[config.mk]
export PLATFORM = sky130hd
export DESIGN_NAME = power_pipe_arbiter
export DESIGN_NICKNAME = d
export VERILOG_FILES = /design/src/rtl/power_pipe_arbiter.sv
export SDC_FILE = /design/constraint.sdc
export NUM_CORES = 1
export LEC_CHECK = 0
export ABC_AREA = 1
export ABC_CLOCK_PERIOD_IN_PS = 1820
export BUFFER_PORTS_ARGS = -buffer_cell sky130_fd_sc_hd__buf_2
export CORE_MARGIN = 2
export CORE_UTILIZATION = 30
export DETAILED_ROUTE_END_ITERATION = 16
export PLACE_DENSITY = 0.72
export SYNTH_ARGS = -nofsm -noshare
export SYNTH_HDL_FRONTEND = slang
export SYNTH_SLANG_ARGS = --single-unit
[constraint.sdc]
create_clock -name clk -period 1.82 [get_ports clk]
set_input_delay 0.364 -clock clk [delete_from_list [all_inputs] [get_ports clk]]
set_output_delay 0.364 -clock clk [all_outputs]
set_load 0.1 [all_outputs]
[src/rtl/power_pipe_arbiter.sv]
// rtl/power_pipe_arbiter.sv - round-robin front end sharing one fixed-latency x^8 datapath
// Tags ride alongside the datapath so each result returns to the requester that issued it.
module power_pipe_arbiter #(
    parameter int NUM_REQ    = 4,
    parameter int DATA_WIDTH = 32,
    parameter int PIPE_LAT   = 3
) (
    input  logic                          clk,
    input  logic                          reset,
    input  logic                          enable,
    input  logic [NUM_REQ-1:0]            req_valid,
    input  logic [NUM_REQ*DATA_WIDTH-1:0] req_data,
    output logic [NUM_REQ-1:0]            req_ready,
    output logic                          pipe_valid,
    output logic [DATA_WIDTH-1:0]         pipe_data,
    input  logic                          pipe_rsp_valid,
    input  logic [63:0]                   pipe_rsp_data,
    output logic [NUM_REQ-1:0]            rsp_valid,
    output logic [63:0]                   rsp_data,
    output logic                          busy,
    output logic                          err
);

    localparam int ID_W = (NUM_REQ > 1) ? $clog2(NUM_REQ) : 1;

    logic [ID_W-1:0]             ptr_q, ptr_d;
    logic                        found_hi, found_lo;
    logic [ID_W-1:0]             id_hi, id_lo;
    logic                        gnt_found;
    logic [ID_W-1:0]             gnt_id;
    logic                        accept;
    logic [DATA_WIDTH-1:0]       gnt_data;
    logic [DATA_WIDTH-1:0]       pipe_data_q, pipe_data_d;
    // Stage 0 travels with pipe_valid; stage PIPE_LAT lines up with pipe_rsp_valid.
    logic [PIPE_LAT:0]           tag_v_q, tag_v_d;
    logic [PIPE_LAT:0][ID_W-1:0] tag_id_q, tag_id_d;
    logic [NUM_REQ-1:0]          rsp_valid_q, rsp_valid_d;
    logic [63:0]                 rsp_data_q, rsp_data_d;
    logic                        err_q, err_d;
    logic                        rsp_hit, rsp_mismatch;

    // Two-pass search: first requester at or above ptr, else the lowest one (wrap).
    always_comb begin
        found_hi = 1'b0;
        found_lo = 1'b0;
        id_hi    = '0;
        id_lo    = '0;
        for (int i = 0; i < NUM_REQ; i++) begin
            if (!found_hi && req_valid[i] && (ID_W'(i) >= ptr_q)) begin
                found_hi = 1'b1;
                id_hi    = ID_W'(i);
            end
            if (!found_lo && req_valid[i]) begin
                found_lo = 1'b1;
                id_lo    = ID_W'(i);
            end
        end
        gnt_found = found_hi | found_lo;
        gnt_id    = found_hi ? id_hi : id_lo;
    end

    always_comb begin
        gnt_data = '0;
        for (int i = 0; i < NUM_REQ; i++) begin
            if (gnt_id == ID_W'(i)) begin
                gnt_data = req_data[i*DATA_WIDTH +: DATA_WIDTH];
            end
        end
    end

    assign accept    = enable & ~reset & gnt_found;
    assign req_ready = accept ? (NUM_REQ'(1) << gnt_id) : '0;

    assign rsp_hit      = pipe_rsp_valid & tag_v_q[PIPE_LAT];
    assign rsp_mismatch = pipe_rsp_valid ^ tag_v_q[PIPE_LAT];

    always_comb begin
        ptr_d       = ptr_q;
        pipe_data_d = pipe_data_q;
        rsp_valid_d = '0;
        rsp_data_d  = rsp_data_q;
        err_d       = err_q | rsp_mismatch;
        tag_v_d     = {tag_v_q[PIPE_LAT-1:0], accept};
        tag_id_d    = {tag_id_q[PIPE_LAT-1:0], gnt_id};
        if (accept) begin
            ptr_d       = (gnt_id == ID_W'(NUM_REQ - 1)) ? '0 : gnt_id + ID_W'(1);
            pipe_data_d = gnt_data;
        end
        if (rsp_hit) begin
            rsp_valid_d = NUM_REQ'(1) << tag_id_q[PIPE_LAT];
            rsp_data_d  = pipe_rsp_data;
        end
    end

    always_ff @(posedge clk) begin
        if (reset) begin
            ptr_q       <= '0;
            pipe_data_q <= '0;
            tag_v_q     <= '0;
            tag_id_q    <= '0;
            rsp_valid_q <= '0;
            rsp_data_q  <= '0;
            err_q       <= 1'b0;
        end else begin
            ptr_q       <= ptr_d;
            pipe_data_q <= pipe_data_d;
            tag_v_q     <= tag_v_d;
            tag_id_q    <= tag_id_d;
            rsp_valid_q <= rsp_valid_d;
            rsp_data_q  <= rsp_data_d;
            err_q       <= err_d;
        end
    end

    assign pipe_valid = tag_v_q[0];
    assign pipe_data  = pipe_data_q;
    assign rsp_valid  = rsp_valid_q;
    assign rsp_data   = rsp_data_q;
    assign busy       = |tag_v_q;
    assign err        = err_q;

endmodule

==> impl_metrics.tcl <==
set metrics [dict create \
    outcome "finished, violations left" \
    failing_checks "setup timing" \
    worst_slew_margin_rel_pct 64.53 \
    peakVddDrop_uv 629.1 \
    post_route_cells_drive_above_1_share_pct 42.84 \
    clk_path_buf_depth 2 \
    timing.hold.ws_ps 179.5 \
    chipWidth_um 135.5 \
    antenna_found_initial 1 \
    hold_path.class "primary input to register" \
    power.internal_mw 5.830 \
    floorplan.initialDensity_pct 30.33 \
    setup-violations-final 36 \
    worst-path-max-fanout 5 \
    diodes 0 \
    drc_errors 0 \
    clock-skew-final_ps 7.129 \
    globalRouteOverflowTotal 0 \
    sw_share_pct 36.26 \
    timing.final.hold_violations 0 \
    proportion_of_power_drawn_by_the_clock_network_pct 37.7 \
    final_net_count 1289 \
    critical_path.cell_chain "nand2_4, a21oi_4, nand3_4, nand2_4, ha_4, inv_4, buf_6, nor2_4, buf_12" \
    synthToLayoutAreaGrowth_pct 60.50 \
    gr-usage-all-layers_pct 17.97 \
    p_leak_nw 4.476 \
    drv_slew 0 \
    cpLargestDelayFamily "flip-flops" \
    mostFrequentLayoutCells "302 x sky130_fd_sc_hd__buf_2, 167 x sky130_fd_sc_hd__nand2_1, 149 x sky130_fd_sc_hd__nor2_1" \
    critPathArrivalTime_ps 1820 \
    fp.coreArea_um2 17120 \
    timing.final.crit_share_pct 120.2 \
    fill_cells 1653 \
    postRouteWirelength_mm 17.43 \
    avgSynthCellArea_um2 6.813 \
    routabilityCongestion 0.8907 \
    die-area_um2 18370 \
    seq_power_share_pct 30.1 \
    rsz_0062_raised_after_global_routing "true" \
    maximum_cell_stage_delay_along_the_critical_path_ps 380 \
    via_count_of_the_first_global_routing_pass 5419 \
    first_pass_grt_wire_length_mm 26.21 \
    area.sequential_um2 2311 \
    synth.cell_area_um2 5191 \
    route.detailed.wl_per_inst_um 13.18 \
    timing.fmax_mhz 457.1 \
    clk_transition_reported_paths_ps 60 \
    post_drt_via_cell_ratio 4.526 \
    cts_htree_levels 4 \
    fp.dieH_um 135.5 \
    syn-num-nets 967 \
    cp_endpoint_kind "output port" \
    ctsRootBufferMaster "sky130_fd_sc_hd__clkbuf_16" \
    final_critical_path_setup_slack_ps -367.8 \
    worstSkewPairLatency_ps 410 \
    ys_seq_area_share_pct 44.35 \
    synth.distinct_cells 21 \
    timing.critical_path.from_type "register" \
    cp_num_buf_inv 3 \
    multi_input_area_um2 2803 \
    dp_cells 1270 \
    switching_power_mw 3.317 \
    hpwl_mm 11.90 \
    detailed_place.area_um2 7202 \
    synth-seq-cells 115 \
    count_of_warnings_emitted_by_yosys 0 \
    final.setup.tns_ps -7566 \
    critPathSlowestCell "sky130_fd_sc_hd__dfxtp_4" \
    total_power_per_unit_cell_area_nw_per_um2 1098 \
    fin_area_um2 8332 \
    postSynthCellCount 762 \
    port-buffer-count 306 \
    power.total_mw 9.147 \
    drtIter0Drc 258 \
    drt_pre_antenna_iters 4 \
    rrSetupSlack_ps -260 \
    power.share.combinational_pct 32.3 \
    routed-via-count 5984 \
    timing.max_cap.violations 0 \
    critical_path.most_common_cell "sky130_fd_sc_hd__nand2_4" \
    crit_type "register to output port" \
    cts_num_sinks 115 \
    critical_path_required_ps 1460 \
    finalNonFillerCells 1322 \
    tightest_slew_ps 535.7 \
    grt_max_degree 67 \
    ant_nets 0 \
    number_of_cell_rows 48 \
    cts_tree "yes" \
    cts_buffers 17 \
    layout_min_cycle_time_ps 2188 \
    mostFrequentLayoutCell "sky130_fd_sc_hd__buf_2" \
    design.portCount 307 \
]
==> power by group through the flow <==
stage / Sequential [mW] / Clock (mW) / Combinational, mW
after floorplan: 3.72 / 0 / 0.948
after global placement: 2.79 / 0 / 2.51
after detailed placement: 2.80 / 0 / 2.52
after CTS: 2.75 / 3.54 / 2.84
after global routing: 2.76 / 3.67 / 3.15
final: 2.75 / 3.44 / 2.95
==> through the flow <==
step	worst slack, ps	utilization, %
2_1_floorplan	-276.1	-
3_3_place_gp	-220.8	42.08
3_5_place_dp	-262.6	42.08
4_1_cts	-375.5	47.60
5_1_grt	-442.1	48.68
6_report	-367.8	48.68
==> state kept, by name, summed over array words and instances, names as in the netlist <==
name	count
tag_id_d	6
pipe_data	32
rsp_valid	4
rsp_data	64
err	1
tag_id_q	2
tag_v_q	4
ptr_q	2
==> cells by family after synthesis <==
kind of cell	share of synthesized area, %
flops	44.35
compound gates	9.448
simple gates	37.48
fa+ha+maj	1.205
buf+inv	7.520
==> worst reg2reg max path: cells and delay by family (launching register included) <==
family	cells	cell delay, ps
adder cells (fa/ha/maj)	1	140
buffers and inverters	5	550
AO/OA/AOI/OAI	1	180
flip-flops	1	380
AND/OR/NAND/NOR	10	780
==> Yosys cell counts, drive strengths merged <==
cell    instances  area, um2
nand2         206      775.8
nor2          156      604.3
dfxtp         115       2302
nand3          69      345.3
o21ai          64      320.3
a21oi          34      170.2
buf            32      214.0
or2            32      200.2
inv            26      97.59
clkbuf         20      78.82
ha              5      62.56
nand3b          2      15.01
nor3            1      5.000
==> timing repair <==
item / CTS / global route
hold buffers: 0 / 0
gates cloned: 4 / 1
setup buffers: 15 / 5
hold endpoints to repair: 0 / 0
pin swaps: 12 / 36
gates resized for setup: 30 / 66
endpoints found under the setup margin: 36 / 36
==> layout make-up <==
cell class	instances	area share [%]
clock buffer	18	5.271
inverter	26	1.382
clock inverter	14	2.102
tap	225	3.379
multi-input combinational	569	33.64
timing repair buffer	355	26.49
sequential	115	27.74
==> worst paths after layout <==
check | cells past startpoint | end | startpoint
min reg2reg | 2 | tag_id_d[6] | tag_id_d[4]
min | 3 | rsp_data[59] | pipe_rsp_data[59]
max reg2reg | 17 | pipe_data[7] | ptr_q[1]
max | 9 | req_ready[2] | ptr_q[1]
==> metal layers <==
layer	wire, um	GRT usage [%]
met4	345	6.539
met5	0	0
met2	8404	31.06
met1	7292	21.33
met3	1386	4.863
No activity file was read; power rests on OpenSTA's default activity.
